<file path="src/rtl/sent_rx_crc_check.sv">
// SENT RX CRC checker: snapshots each decoded fast frame or slow message and
// recomputes its SAE J2716 CRC-4/CRC-6 bit-serially against the received CRC.
module sent_rx_crc_check #(
  parameter logic [3:0] CRC4_SEED = 4'h5,
  parameter logic [5:0] CRC6_SEED = 6'h15,
  parameter int         ERR_CNT_W = 8
) (
  input  logic                 clk_rx,
  input  logic                 reset_rx,
  input  logic [2:0]           done_pre_data,
  input  logic [27:0]          data_fast_check_crc,
  input  logic [29:0]          data_channel_check_crc,
  output logic                 crc_valid,
  output logic                 crc_ok,
  output logic                 crc_error,
  output logic [2:0]           crc_type,
  output logic [5:0]           crc_calc,
  output logic [5:0]           crc_recv,
  output logic [23:0]          msg_data,
  output logic                 busy,
  output logic                 overrun,
  output logic [ERR_CNT_W-1:0] err_count
);

  // Handshake: done_pre_data is a level code and a message launches on its
  // 000 -> non-zero edge; there is no ready, so an edge seen while busy is
  // dropped and flagged by overrun. crc_valid is a one-cycle strobe and the
  // result fields hold until the next strobe.

  typedef enum logic [1:0] {
    ST_IDLE  = 2'd0,
    ST_SHIFT = 2'd1,
    ST_DONE  = 2'd2
  } state_t;

  localparam logic [ERR_CNT_W-1:0] ERR_ONE = {{(ERR_CNT_W-1){1'b0}}, 1'b1};

  state_t      state, state_nxt;
  logic [2:0]  prev_code;
  logic        launch_req, accept, drop, shift_en, finish;

  logic [2:0]  type_q;
  logic [29:0] sreg_q;
  logic [23:0] msg_q;
  logic [5:0]  recv_q;
  logic [5:0]  crc_q;
  logic [4:0]  cnt_q;
  logic [4:0]  nbits_q;
  logic        is6_q;

  logic [29:0] cap_sreg;
  logic [23:0] cap_msg;
  logic [5:0]  cap_recv;
  logic [4:0]  cap_nbits;
  logic        cap_is6;

  logic        shift_bit;
  logic [3:0]  crc4_nxt;
  logic [5:0]  crc6_nxt;
  logic [5:0]  crc_step;
  logic        mismatch;

  assign launch_req = (prev_code == 3'b000) && (done_pre_data != 3'b000) &&
                      (done_pre_data <= 3'b101);

  // FSM state register
  always_ff @(posedge clk_rx) begin
    if (reset_rx) begin
      state <= ST_IDLE;
    end else begin
      state <= state_nxt;
    end
  end

  // FSM next state
  always_comb begin
    state_nxt = state;
    case (state)
      ST_IDLE:  if (launch_req) state_nxt = ST_SHIFT;
      ST_SHIFT: if (cnt_q == nbits_q - 5'd1) state_nxt = ST_DONE;
      ST_DONE:  state_nxt = ST_IDLE;
      default:  state_nxt = ST_IDLE;
    endcase
  end

  // FSM control outputs
  always_comb begin
    accept   = (state == ST_IDLE) && launch_req;
    drop     = (state != ST_IDLE) && launch_req;
    shift_en = (state == ST_SHIFT);
    finish   = (state == ST_DONE);
  end

  // Message fields are left-aligned in the shifter so the augmentation zeros
  // fall out of the low end for free.
  always_comb begin
    cap_sreg  = '0;
    cap_msg   = '0;
    cap_recv  = '0;
    cap_nbits = '0;
    cap_is6   = 1'b0;
    case (done_pre_data)
      3'b001: begin
        cap_sreg  = {data_fast_check_crc[27:4], 6'b0};
        cap_msg   = data_fast_check_crc[27:4];
        cap_recv  = {2'b00, data_fast_check_crc[3:0]};
        cap_nbits = 5'd28;
      end
      3'b010: begin
        cap_sreg  = {data_fast_check_crc[19:4], 14'b0};
        cap_msg   = {8'b0, data_fast_check_crc[19:4]};
        cap_recv  = {2'b00, data_fast_check_crc[3:0]};
        cap_nbits = 5'd20;
      end
      3'b011: begin
        cap_sreg  = {data_fast_check_crc[15:4], 18'b0};
        cap_msg   = {12'b0, data_fast_check_crc[15:4]};
        cap_recv  = {2'b00, data_fast_check_crc[3:0]};
        cap_nbits = 5'd16;
      end
      3'b100: begin
        cap_sreg  = {data_channel_check_crc[15:4], 18'b0};
        cap_msg   = {12'b0, data_channel_check_crc[15:4]};
        cap_recv  = {2'b00, data_channel_check_crc[3:0]};
        cap_nbits = 5'd16;
      end
      3'b101: begin
        cap_sreg  = {data_channel_check_crc[29:6], 6'b0};
        cap_msg   = data_channel_check_crc[29:6];
        cap_recv  = data_channel_check_crc[5:0];
        cap_nbits = 5'd30;
        cap_is6   = 1'b1;
      end
      default: ;
    endcase
  end

  always_comb begin
    shift_bit = sreg_q[29];
    crc4_nxt  = {crc_q[2:0], shift_bit} ^ (crc_q[3] ? 4'hD : 4'h0);
    crc6_nxt  = {crc_q[4:0], shift_bit} ^ (crc_q[5] ? 6'h19 : 6'h00);
    crc_step  = is6_q ? crc6_nxt : {2'b00, crc4_nxt};
    mismatch  = (crc_q != recv_q);
  end

  always_ff @(posedge clk_rx) begin
    if (reset_rx) begin
      prev_code <= 3'b000;
      type_q    <= '0;
      sreg_q    <= '0;
      msg_q     <= '0;
      recv_q    <= '0;
      crc_q     <= '0;
      cnt_q     <= '0;
      nbits_q   <= '0;
      is6_q     <= 1'b0;
    end else begin
      prev_code <= done_pre_data;
      if (accept) begin
        type_q  <= done_pre_data;
        sreg_q  <= cap_sreg;
        msg_q   <= cap_msg;
        recv_q  <= cap_recv;
        nbits_q <= cap_nbits;
        is6_q   <= cap_is6;
        cnt_q   <= '0;
        crc_q   <= cap_is6 ? CRC6_SEED : {2'b00, CRC4_SEED};
      end else if (shift_en) begin
        sreg_q  <= {sreg_q[28:0], 1'b0};
        crc_q   <= crc_step;
        cnt_q   <= cnt_q + 5'd1;
      end
    end
  end

  // busy spans launch through the strobe cycle; a launch in that last cycle
  // re-arms it immediately.
  always_ff @(posedge clk_rx) begin
    if (reset_rx) begin
      crc_valid <= 1'b0;
      crc_ok    <= 1'b0;
      crc_error <= 1'b0;
      crc_type  <= '0;
      crc_calc  <= '0;
      crc_recv  <= '0;
      msg_data  <= '0;
      busy      <= 1'b0;
      overrun   <= 1'b0;
      err_count <= '0;
    end else begin
      crc_valid <= finish;
      overrun   <= drop;
      if (accept) begin
        busy <= 1'b1;
      end else if (crc_valid) begin
        busy <= 1'b0;
      end
      if (finish) begin
        crc_calc  <= crc_q;
        crc_recv  <= recv_q;
        crc_ok    <= !mismatch;
        crc_error <= mismatch;
        crc_type  <= type_q;
        msg_data  <= msg_q;
        if (mismatch && !(&err_count)) begin
          err_count <= err_count + ERR_ONE;
        end
      end
    end
  end

endmodule

</file>
<file path="config.mk">
export PLATFORM = sky130hd
export DESIGN_NAME = sent_rx_crc_check
export DESIGN_NICKNAME = d
export VERILOG_FILES = /design/src/rtl/sent_rx_crc_check.sv
export SDC_FILE = /design/constraint.sdc
export NUM_CORES = 1
export LEC_CHECK = 0
export ABC_AREA = 0
export CAP_MARGIN = 20
export CORE_AREA = 3 3 124 126
export CTS_CLUSTER_DIAMETER = 200
export DETAILED_ROUTE_END_ITERATION = 10
export DIE_AREA = 0 0 127 129
export PLACE_DENSITY_LB_ADDON = 0.3
export SYNTH_ARGS = -nofsm -noshare
export SYNTH_HDL_FRONTEND = slang
export SYNTH_SLANG_ARGS = --single-unit
</file>
<file path="constraint.sdc">
create_clock -name clk_rx -period 1.61 [get_ports clk_rx]
set_input_delay 0.2415 -clock clk_rx [delete_from_list [all_inputs] [get_ports clk_rx]]
set_output_delay 0.2415 -clock clk_rx [all_outputs]
set_load 0.02 [all_outputs]
</file>
Word level (Yosys, flattened, before mapping)
Cells that the tools add are included.

cells by class
  $add $sub $neg = 3
  magnitude comparators = 1
  equal/unequal tests = 11
  mux-type cells = 18
  bitwise gates (word level) = 2
  reductions and logical operators = 19

operator list
  kind                                                                    count
  30-bit one-hot mux with 5 select lines                                  1
  24-bit one-hot mux with 5 select lines                                  1
  30-bit 2-to-1 mux                                                       2
  5-bit one-hot mux with 4 select lines                                   1
  6-bit 2-to-1 mux                                                        3
  6-bit one-hot mux with 3 select lines                                   1
  5-bit 2-to-1 mux                                                        2
  8-bit by 1-bit adder with 8-bit output (second input constant)          1
  8-bit AND reduction                                                     1
  3-bit by 2-bit equality test with 1-bit output (second input constant)  2
  3-bit equality test (second input constant)                             2
  6-bit != test                                                           1
  2-bit nonzero test                                                      3
  6-bit by 5-bit XOR with 6-bit output                                    1
  5-bit by 1-bit adder with 5-bit output (second input constant)          1
  5-bit equality test                                                     1
  1-bit logical AND                                                       5
  5-bit by 1-bit subtractor with 5-bit output (second input constant)     1
  2-bit 2-to-1 mux                                                        2
  4-bit 2-to-1 mux                                                        1
  2-bit one-hot mux with 2 select lines                                   1
  2-bit AND reduction                                                     2
  2-bit OR reduction                                                      2
  4-bit XOR                                                               1
  12 further kinds                                                        15

storage, ports and cells
  register bits = 137
  input port bits = 63
  output and inout port bits = 52
  word-level logic and storage cells = 74

Depth between registers and ports, before layout
Gate-level depths: netlist (run 1).

  word-level depth = 5
  depth in mapped cells = 9
  depth with buffers taken out = 7

Worst setup path after synthesis (run 1)
No wires, ideal clock.

  path kind = flip-flop to flip-flop
  from = reg err_count[0]
  to = reg err_count[5]
  library setup time = 0.070 ns
  arrival time = 1.664 ns
  data required time = 1.540 ns
  slack = -0.124 ns
  stages on the path, launching flop included = 7
  buffers on the path = 0
  clock period less this slack = 1.734 ns
  cell sequence = dfxtp_1 ha_1 and2_1 nand3_1 nand4_1 or4_1 a21oi_1

on the way
  longest elaborated chain between the ends = 4
  elaborated cells on any way between the ends = 5
  classes of those cells = 1 x add/sub; 4 x reduce/logical

RTL lines
  element                                                                         RTL line  source
  start, declared                                                                 22        output logic [ERR_CNT_W-1:0] err_count
  start signal, assigned                                                          206       err_count <= err_count + ERR_ONE;
  branches (longest 4 deep; another with 8-bit by 1-bit adder with 8-bit output)  -

Several ways; the timed one is not identified.
A chain may end at the register's enable or synchronous reset.

Worst setup path after layout (run 1)
  from = reg prev_code[1]
  to = reg sreg_q[26]

on the way
  longest elaborated chain between the ends = 5
  elaborated cells on any way between the ends = 6
  classes of those cells = 1 x mux; 5 x reduce/logical

RTL lines
  element                                                  RTL line  source
  start, declared                                          39        logic [2:0] prev_code;
  start signal, assigned                                   158       prev_code <= done_pre_data;
  3-bit zero test (*)                                      63        assign launch_req = (prev_code == 3'b000) && (done_pre_data != 3'b000) &&
  1-bit logical AND (*) (2 in series)                      63
  1-bit logical AND (*)                                    88        accept = (state == ST_IDLE) && launch_req;
  30-bit 2-to-1 mux or 2-bit nonzero test (tied branches)  -
  end signal, assigned                                     161       sreg_q <= cap_sreg;
  end signal, assigned                                     169       sreg_q <= {sreg_q[28:0], 1'b0};
  end, declared                                            43        logic [29:0] sreg_q;

Mark *: on every way between the ends. The rest lies on a longest branch, timed or not.

==> flow_summary.json, run 1 <==
{
  "crit_arrival_ns": 1.99,
  "finalCritPeriodShare_pct": 103,
  "r2r-start": "prev_code[1]",
  "antenna_found_initial": 0,
  "vias": 6341,
  "final_nets": 1001,
  "viasPerCell": 5.61,
  "maxCapViolations": 0,
  "synth_top_family_by_area": "compound AO/OA/AOI/OAI gates",
  "crit_path_start_kind": "register",
  "post_synth_instance_area_mm2": 0.00625,
  "drcViolationCount": 0,
  "ctsLongestPathBuffers": 2,
  "layout-drive-gt1-share_pct": 23.0,
  "dr.pass1.iters": 5,
  "post-place-ws_ns": -0.672,
  "yosys_most_used_dff": "dfxtp_1",
  "yosysMostFrequentCell": "nand2_1",
  "dp.cells": 1087,
  "gp_congestion": 0.973,
  "postRouteAntennaNets": 0,
  "grt_max_degree": 41,
  "crit_start": "prev_code[1]",
  "ys_seq_area_share_pct": 41.6,
  "synthXorXnorAreaFrac_pct": 2.94,
  "p_leak_nw": 3.83,
  "hp-class": "input port to register",
  "ys_ff_latch": 130,
  "drt-total-wl_um": 19900,
  "placement.io_buffers": 114,
  "rsz0062_at_grt": "true",
  "synth_async_sr_flop_share_pct": 0,
  "synth-compound-area-share_pct": 22.6,
  "rows": 44,
  "worst_slack_ns": -0.0425,
  "tritoncts": "built",
  "numCtsBuffers": 17,
  "cts.sinks": 130,
  "outcome": "finished with violations",
  "drt_iter0_drc": 494,
  "synth_nets": 828,
  "vdd_ir_drop_max_mv": 0.808,
  "yosys-mux-area-fraction_pct": 5.03,
  "setup_viol": 11,
  "crit_type": "register to register",
  "yosys.area.top_type": "dfxtp_1",
  "synthTopCellsByCount": "nand2_1 (144), dfxtp_1 (130), a21oi_1 (86), nor2_1 (60), clkbuf_1 (31)",
  "wl_per_cell_um": 17.6,
  "grt_usage_pct": 23.5,
  "path_clk_slew_ns": 0.05,
  "yosys.area_share.adder_pct": 1.00,
  "area_growth_pct": 47.3,
  "grt_pass1_vias": 5778,
  "coreArea_mm2": 0.0144,
  "powerDensity_mw_per_mm2": 998,
  "yosysWarnings": 0,
  "slew_headroom_pct": 70.5,
  "maxSlewViolCount": 0,
  "die-area_mm2": 0.0164,
  "power_mw": 9.19,
  "syn-mean-instance-area_um2": 8.22,
  "synth_enable_flop_cells": 0,
  "h-tree-depth": 4,
  "synth_cells": 760,
  "finalHoldViolCount": 0,
  "synthSimpleGateAreaFrac_pct": 21.6,
  "overflow": 0,
  "yosysTopAreaCellShare_pct": 41.6,
  "tightest_slew_ns": 0.442,
  "grt_pass1_wl_um": 30400,
  "antenna_cells": 0,
  "skew_ns": 0.00662,
  "dp_hpwl_um": 14000,
  "root_buffer": "clkbuf_16",
  "final.setup.tns_ns": -0.256,
  "yosysUniqueCellTypes": 59,
  "initial_utilization_pct": 43.3,
  "crit_fanout": 5,
  "layoutNonFillerInstCount": 1130,
  "fmax_ghz": 0.605,
  "period_minus_slack_ns": 1.65,
  "synthTopCellsByArea": "dfxtp_1 (42%), nand2_1 (8.6%), a21oi_1 (6.9%)",
  "fp.dieH_um": 129,
  "die_x_um": 127,
  "clk_latency_ns": 0.43,
  "min-delay-start": "done_pre_data[2]",
  "critPathRequiredTime_ns": 1.95,
  "cp-end-kind": "register",
  "violations": "negative setup slack",
  "pin_count": 115
}
==> path summary, 6_finish.rpt <==
check	endpoint	slack (ns)	depth (start not counted)
worst min register to register	msg_data[5]	0.45	2
worst max-delay path	sreg_q[26]	-0.04	7
worst min-delay path	prev_code[2]	0.13	2
worst max register to register	sreg_q[26]	-0.04	7
==> through the flow <==
step | instance area [µm²] | hold slack (ns) | util, %
floorplan | 6270 | 0.393 | -
global placement | 8140 | 0.438 | 56.4
detailed placement | 8140 | 0.445 | 56.4
CTS | 8920 | 0.108 | 61.8
global route | 9200 | 0.138 | 63.8
finish | 9200 | 0.127 | 63.8
==> worst max-delay path: stages (launching register included) <==
cell,delay (ns)
dfxtp_2,0.32
nor4_4,0.25
buf_6,0.16
nand2_4,0.06
a21oi_4,0.30
clkbuf_16,0.23
nor2_1,0.04
a311oi_1,0.18
==> cell families after synthesis <==
family	after synthesis
adder cells (fa/ha/maj)	5
multiplexers	30
AND/OR/NAND/NOR	291
AO/OA/AOI/OAI	215
buffers and inverters	68
flip-flops	130
XOR/XNOR	21
==> timing repair <==
item	4_1_cts	5_1_grt
buffers inserted	3	2
endpoints found under the hold margin	0	0
pin swaps	6	24
gates resized for setup	66	70
setup endpoints to repair	115	121
cloned	3	3
hold buffers	0	0
==> sequential cells by signal, indices dropped and copies added, names as in the netlist <==
| signal | count |
|---|---|
| busy | 1 |
| cnt_q | 5 |
| crc_calc | 6 |
| crc_error | 1 |
| crc_ok | 1 |
| crc_q | 6 |
| crc_recv | 6 |
| crc_type | 3 |
| crc_valid | 1 |
| err_count | 8 |
| is6_q | 1 |
| msg_data | 24 |
| msg_q | 24 |
| nbits_q | 4 |
| overrun | 1 |
| prev_code | 3 |
| recv_q | 6 |
| sreg_q | 24 |
| state | 2 |
| type_q | 3 |
==> metal layers <==
layer / track usage (%) / wire [µm] / vias up
li1: - / - / 3036
met2: 34.8 / 8950 / 269
met1: 32.0 / 8600 / 2961
met5: 0 / 0 / -
met3: 6.27 / 1540 / 75
met4: 11.2 / 782 / 0
==> area by class of cell <==
type                            count  area, µm²
Tap cell                          184        230
Clock inverter                      7        119
Timing Repair Buffer              214       2100
Inverter                            7       30.0
Sequential cell                   130       2610
Fill cell                        1185       5220
Timing Repair inverter              1       5.00
Multi-Input combinational cell    562       3590
Clock buffer                       25        517
==> power by group <==
part | switching [mW] | internal (mW)
Clock | 1.43 | 2.69
Sequential | 0.102 | 3.35
Combinational | 0.819 | 0.793
==> cell usage in the layout, fill, tap and decap left out, drive strengths merged, types with 6 or more instances in the layout <==
cell type / count
a311oi: 20
mux2: 11
xor2: 10
o22ai: 15
nor2: 63
nor3: 11
nand2b: 14
dlymetal6s2s: 11
nor2b: 13
nand2: 145
clkdlybuf4s50: 58
xnor2: 11
clkbuf: 27
dfxtp: 130
nand3: 14
mux2i: 19
a211oi: 16
a22o: 25
buf: 99
dlygate4sd2: 43
nand4: 6
a21oi: 87
inv: 6
o21ai: 31
No activity file was read; power rests on OpenSTA's default activity.
==> inputs of run 2 (changes only) <==
CORE_AREA = 2 2 123 125   (was 3 3 124 126)
DIE_AREA = 0 0 125 127   (was 0 0 127 129)
==> run 2 against run 1 <==
Effect of this change:
- the run still ends with negative setup slack left
- first-iteration DRC count grew 23%
- critical path type is now input port to register
- worst hold slack lost 0.0093 ns
- power shrank 3.6%
- non-clock buffer count grew 16
- cell area grew 0.50%
- utilization grew 0.32 points
==> flow_summary.json, run 2 (synthesis results as in run 1) <==
{
  "root_buffer": "clkbuf_16",
  "numCtsBuffers": 17,
  "crit_path_start_kind": "input port",
  "timing.hold.ws_ns": 0.118,
  "postRouteAntennaNets": 0,
  "rsz0062_at_grt": "true",
  "antenna_found_initial": 0,
  "grt_max_degree": 41,
  "vias": 6460,
  "crit_fanout": 7,
  "critPathTopFamily": "buffers and inverters",
  "skew_ns": 0.00802,
  "grt_usage_pct": 24.6,
  "viasPerCell": 5.64,
  "final_cell_mix": "nand2_1 (136), dfxtp_1 (122), buf_4 (97)",
  "drt_iter0_drc": 609,
  "antenna_cells": 0,
  "crit_type": "input port to register",
  "drcViolationCount": 0,
  "grt_pass1_vias": 5923,
  "critPathRequiredTime_ns": 1.95,
  "top_regs": "msg_data: 24 flops, msg_q: 24 flops, sreg_q: 24 flops",
  "ctsLongestPathBuffers": 2,
  "tightest_slew_ns": 0.464,
  "finalHoldViolCount": 0,
  "finalCritPeriodShare_pct": 109,
  "postCtsHoldBufs": 0,
  "top_layer": "met4",
  "route.met3.wl_um": 1310,
  "crit_buf_inv": 4,
  "fin_util_pct": 64.1,
  "post_dp_cell_area_mm2": 0.00815,
  "dr.pass1.iters": 6,
  "vdd_ir_drop_max_mv": 0.638,
  "gp_congestion": 0.958,
  "r2r_slack_ns": -0.07,
  "slew_headroom_pct": 69.0,
  "crit_arrival_ns": 2.10,
  "maxSlewViolCount": 0,
  "coreArea_mm2": 0.0144,
  "dp_hpwl_um": 13800,
  "outcome": "finished with violations",
  "fillers": 1199,
  "fin_area_mm2": 0.00925,
  "path_clk_slew_ns": 0.06,
  "max_stage_delay_ns": 0.43,
  "placement.io_buffers": 114,
  "pin_count": 115,
  "die_x_um": 125,
  "period_minus_slack_ns": 1.76,
  "drt-total-wl_um": 20000,
  "cts.sinks": 130,
  "layout-drive-gt1-share_pct": 24.8,
  "m1WireLength_um": 8740,
  "violations": "negative setup slack",
  "h-tree-depth": 4,
  "setup_viol": 53,
  "p_leak_nw": 4.00,
  "min-delay-start": "done_pre_data[2]",
  "final.setup.tns_ns": -1.91,
  "initial_utilization_pct": 43.3,
  "maxCapViolations": 0,
  "worst_slack_ns": -0.145,
  "clk_latency_ns": 0.43,
  "grt_pass1_wl_um": 31200,
  "crit_slowest_cell": "or3_4",
  "wl_met2_um": 9350,
  "fp.dieH_um": 127,
  "r2r-start": "prev_code[0]",
  "rows": 44,
  "post-place-ws_ns": -0.666,
  "crit_start": "done_pre_data[0]",
  "cp-end-kind": "register",
  "worstPathCellList": "clkdlybuf4s50_1 -> buf_6 -> or3_4 -> nand3_4 -> buf_4 -> buf_12 -> nand2_1 -> o21a_1 -> nor3_1",
  "tritoncts": "built",
  "final_nets": 1017,
  "powerDensity_mw_per_mm2": 957,
  "area_growth_pct": 48.0,
  "layout_commonest_cell": "nand2_1",
  "fmax_ghz": 0.570,
  "die-area_mm2": 0.0159,
  "hp-class": "input port to register",
  "wl_per_cell_um": 17.4,
  "overflow": 0
}
## run 2: power breakdown
part | leakage (nW) | switching, mW | internal [mW]
Sequential | 1.06 | 0.0843 | 3.35
Combinational | 2.65 | 0.815 | 0.755
Clock | 0.293 | 1.49 | 2.36
## run 2: repair_timing
action / 4_1_cts / 5_1_grt
pin swaps: 15 / 20
endpoints found under the setup margin: 106 / 94
gates cloned: 3 / 2
hold endpoints to repair: 0 / 0
buffers inserted: 7 / 6
gates resized for setup: 69 / 74
## run 2: path summary, 6_finish.rpt
| check | end | cells after the start |
|---|---|---|
| min reg2reg | msg_data[1] | 2 |
| min | prev_code[2] | 2 |
| max | crc_q[4] | 9 |
| max reg2reg | recv_q[1] | 7 |
## run 2: cell type report
type | count | area, µm² | share of cell area (%)
well taps | 184 | 230 | 2.49
flip-flops and latches | 130 | 2620 | 28.3
repair buffers | 230 | 2180 | 23.5
clock inverters | 13 | 133 | 1.43
inverters | 7 | 27.5 | 0.298
multi-input cells | 563 | 3610 | 39.1
clock buffers | 19 | 453 | 4.90
## run 2: metrics by stage
stage	instances	total power [mW]
after floorplan	760	4.24
after global placement	1096	4.80
after detailed placement	1096	4.82
after CTS	1138	8.74
after global routing	1146	9.15
final	1146	8.85
## run 2: metal layers
metal | track usage, % | up-vias
met5 | 0 | -
met1 | 33.3 | 3057
li1 | - | 3071
met2 | 38.9 | 282
met3 | 4.82 | 50
met4 | 9.74 | 0
## run 2: worst reg2reg max path, delay by kind of cell, from the launching register on
family	cells	cell delay, ns
and+or+nand+nor	3	0.48
DFF	1	0.32
buffers and inverters	3	0.53
AOI/OAI and AO/OA	1	0.23
==> inputs of run 3 (changes only) <==
CTS_BUF_LIST = sky130_fd_sc_hd__clkbuf_4 sky130_fd_sc_hd__clkbuf_8   (was not set)
SKIP_LAST_GASP = 1   (was not set)
==> run 3 against run 2 <==
Effect of this change:
- the run still ends with negative setup slack left
- utilization is 3.1 points lower
- global-route usage shrank 0.51 points
- first-iteration DRC count shrank 5.6%
- final cell count shrank 0.26%
- clock-buffer cell count did not move
- sequential share of layout area rose by 1.4 points
- via count shrank 1.7%
- wire length shrank 2.9%
- die area did not move
- clock power down 27%
- setup slack improved by 0.097 ns
- clock skew is 0.00054 ns lower
- highest routed layer unchanged
==> flow_summary.json, run 3 (synthesis results as in run 1) <==
{
  "outcome": "finished with violations",
  "violations": "negative setup slack",
  "drcViolationCount": 0,
  "numCtsBuffers": 17,
  "wl_per_cell_um": 17.0,
  "grt-busiest-layer": "met2",
  "die-area_mm2": 0.0159,
  "use_met1_pct": 32.5,
  "r2r-start": "recv_q[1]",
  "vias": 6347,
  "dr.pass1.iters": 5,
  "crit_start": "done_pre_data[0]",
  "vdd_ir_drop_max_mv": 0.564,
  "coreArea_mm2": 0.0144,
  "maxCapViolations": 0,
  "powerDensity_mw_per_mm2": 875,
  "worst_slack_ns": -0.0477,
  "path_common_cell": "buf_6",
  "ctsLongestPathBuffers": 2,
  "period_minus_slack_ns": 1.66,
  "setup_viol": 13,
  "drt-total-wl_um": 19400,
  "rows": 44,
  "post_dp_cell_area_mm2": 0.00815,
  "rsz0062_at_grt": "true",
  "tightest_slew_ns": 0.472,
  "maxSlewViolCount": 0,
  "skew_ns": 0.00748,
  "p_leak_nw": 3.56,
  "gp_congestion": 0.958,
  "final_nets": 1014,
  "worstPathCellList": "clkdlybuf4s50_1 -> buf_6 -> or3_4 -> nand3_4 -> buf_6 -> nand2_1 -> o21a_1 -> nor3_1",
  "crit_slowest_cell": "or3_4",
  "finalHoldViolCount": 0,
  "max_stage_delay_ns": 0.42,
  "dp_hpwl_um": 13800,
  "h-tree-depth": 4,
  "fin_area_mm2": 0.00881,
  "fp.dieH_um": 127,
  "path_clk_slew_ns": 0.07,
  "overflow": 0,
  "antenna_found_initial": 0,
  "layout_commonest_cell": "nand2_1",
  "placement.io_buffers": 114,
  "final_cell_mix": "nand2_1 (142), dfxtp_1 (126), buf_4 (97)",
  "crit_path_start_kind": "input port",
  "layout-drive-gt1-share_pct": 22.5,
  "crit_arrival_ns": 2.02,
  "grt_pass1_wl_um": 30600,
  "finalCritPeriodShare_pct": 103,
  "tritoncts": "built",
  "pin_count": 115,
  "grt_util_met2_pct": 38.6,
  "grt_pass1_vias": 5874,
  "critPathRequiredTime_ns": 1.98,
  "cts.sinks": 130,
  "area_growth_pct": 40.9,
  "postCtsHoldBufs": 0,
  "hp-class": "input port to register",
  "crit_fanout": 14,
  "die_x_um": 125,
  "initial_utilization_pct": 43.3,
  "grt_usage_pct": 24.1,
  "root_buffer": "clkbuf_8",
  "slew_headroom_pct": 68.5,
  "use_met3_pct": 4.48,
  "postRouteAntennaNets": 0,
  "fmax_ghz": 0.603,
  "antenna_cells": 0,
  "grt_max_degree": 41,
  "power_mw": 7.71,
  "clk_latency_ns": 0.45,
  "cp-end-kind": "register",
  "crit_type": "input port to register",
  "top_regs": "msg_data: 24 flops, msg_q: 24 flops, sreg_q: 24 flops",
  "min-delay-start": "done_pre_data[2]",
  "viasPerCell": 5.55,
  "drt_iter0_drc": 575
}
[run 3: power by group]
| group | switching, mW | total [mW] | internal, mW | leakage [nW] |
|---|---|---|---|---|
| combinational | 0.780 | 1.48 | 0.702 | 2.30 |
| sequential | 0.0821 | 3.43 | 3.35 | 1.06 |
| clock | 1.34 | 2.80 | 1.46 | 0.206 |
| total | 2.20 | 7.71 | 5.51 | 3.56 |
[run 3: path summary, 6_finish.rpt]
path	slack [ns]	depth (start not counted)	end
hold reg to reg	0.45	2	msg_data[1]
hold / removal	0.10	2	prev_code[2]
setup / recovery	-0.05	8	crc_q[4]
setup reg to reg	-0.04	6	err_count[3]
[run 3: worst max-delay path, delay by kind of cell]
family,cells,cell delay [ns]
simple gates,4,0.84
buf+inv,3,0.76
compound gates,1,0.19
[run 3: layout make-up]
cell class                 instances  area (µm²)
clock buffer                      19         262
clock inverter                    13         133
fill                            1282        5620
inverter                           7        27.5
multi-input combinational        563        3520
sequential                       130        2610
tap                              184         230
timing repair buffer             227        2020
[run 3: per-stage QoR]
step	std cells	setup WS, ns	util, %	TNS, ns	hold slack [ns]
after floorplan	760	-0.00499	-	-0.0639	0.393
after global placement	1096	-0.631	56.5	-38.80	0.440
after detailed placement	1096	-0.666	56.5	-41.59	0.445
after CTS	1136	-0.0399	59.7	-0.163	0.0707
after global routing	1143	-0.180	61.1	-5.60	0.0897
final	1143	-0.0477	61.1	-0.332	0.102
[run 3: per-layer routing]
layer	share of wire, %	routed length (µm)
met1	43	8390
met2	47	9080
met3	7.5	1450
met4	2.4	461
met5	0	0
[run 3: repair_timing]
action	in CTS	in global routing
pin swaps	9	19
gates cloned	2	2
resized for setup	78	31
buffers inserted	6	5
setup endpoints to repair	124	69
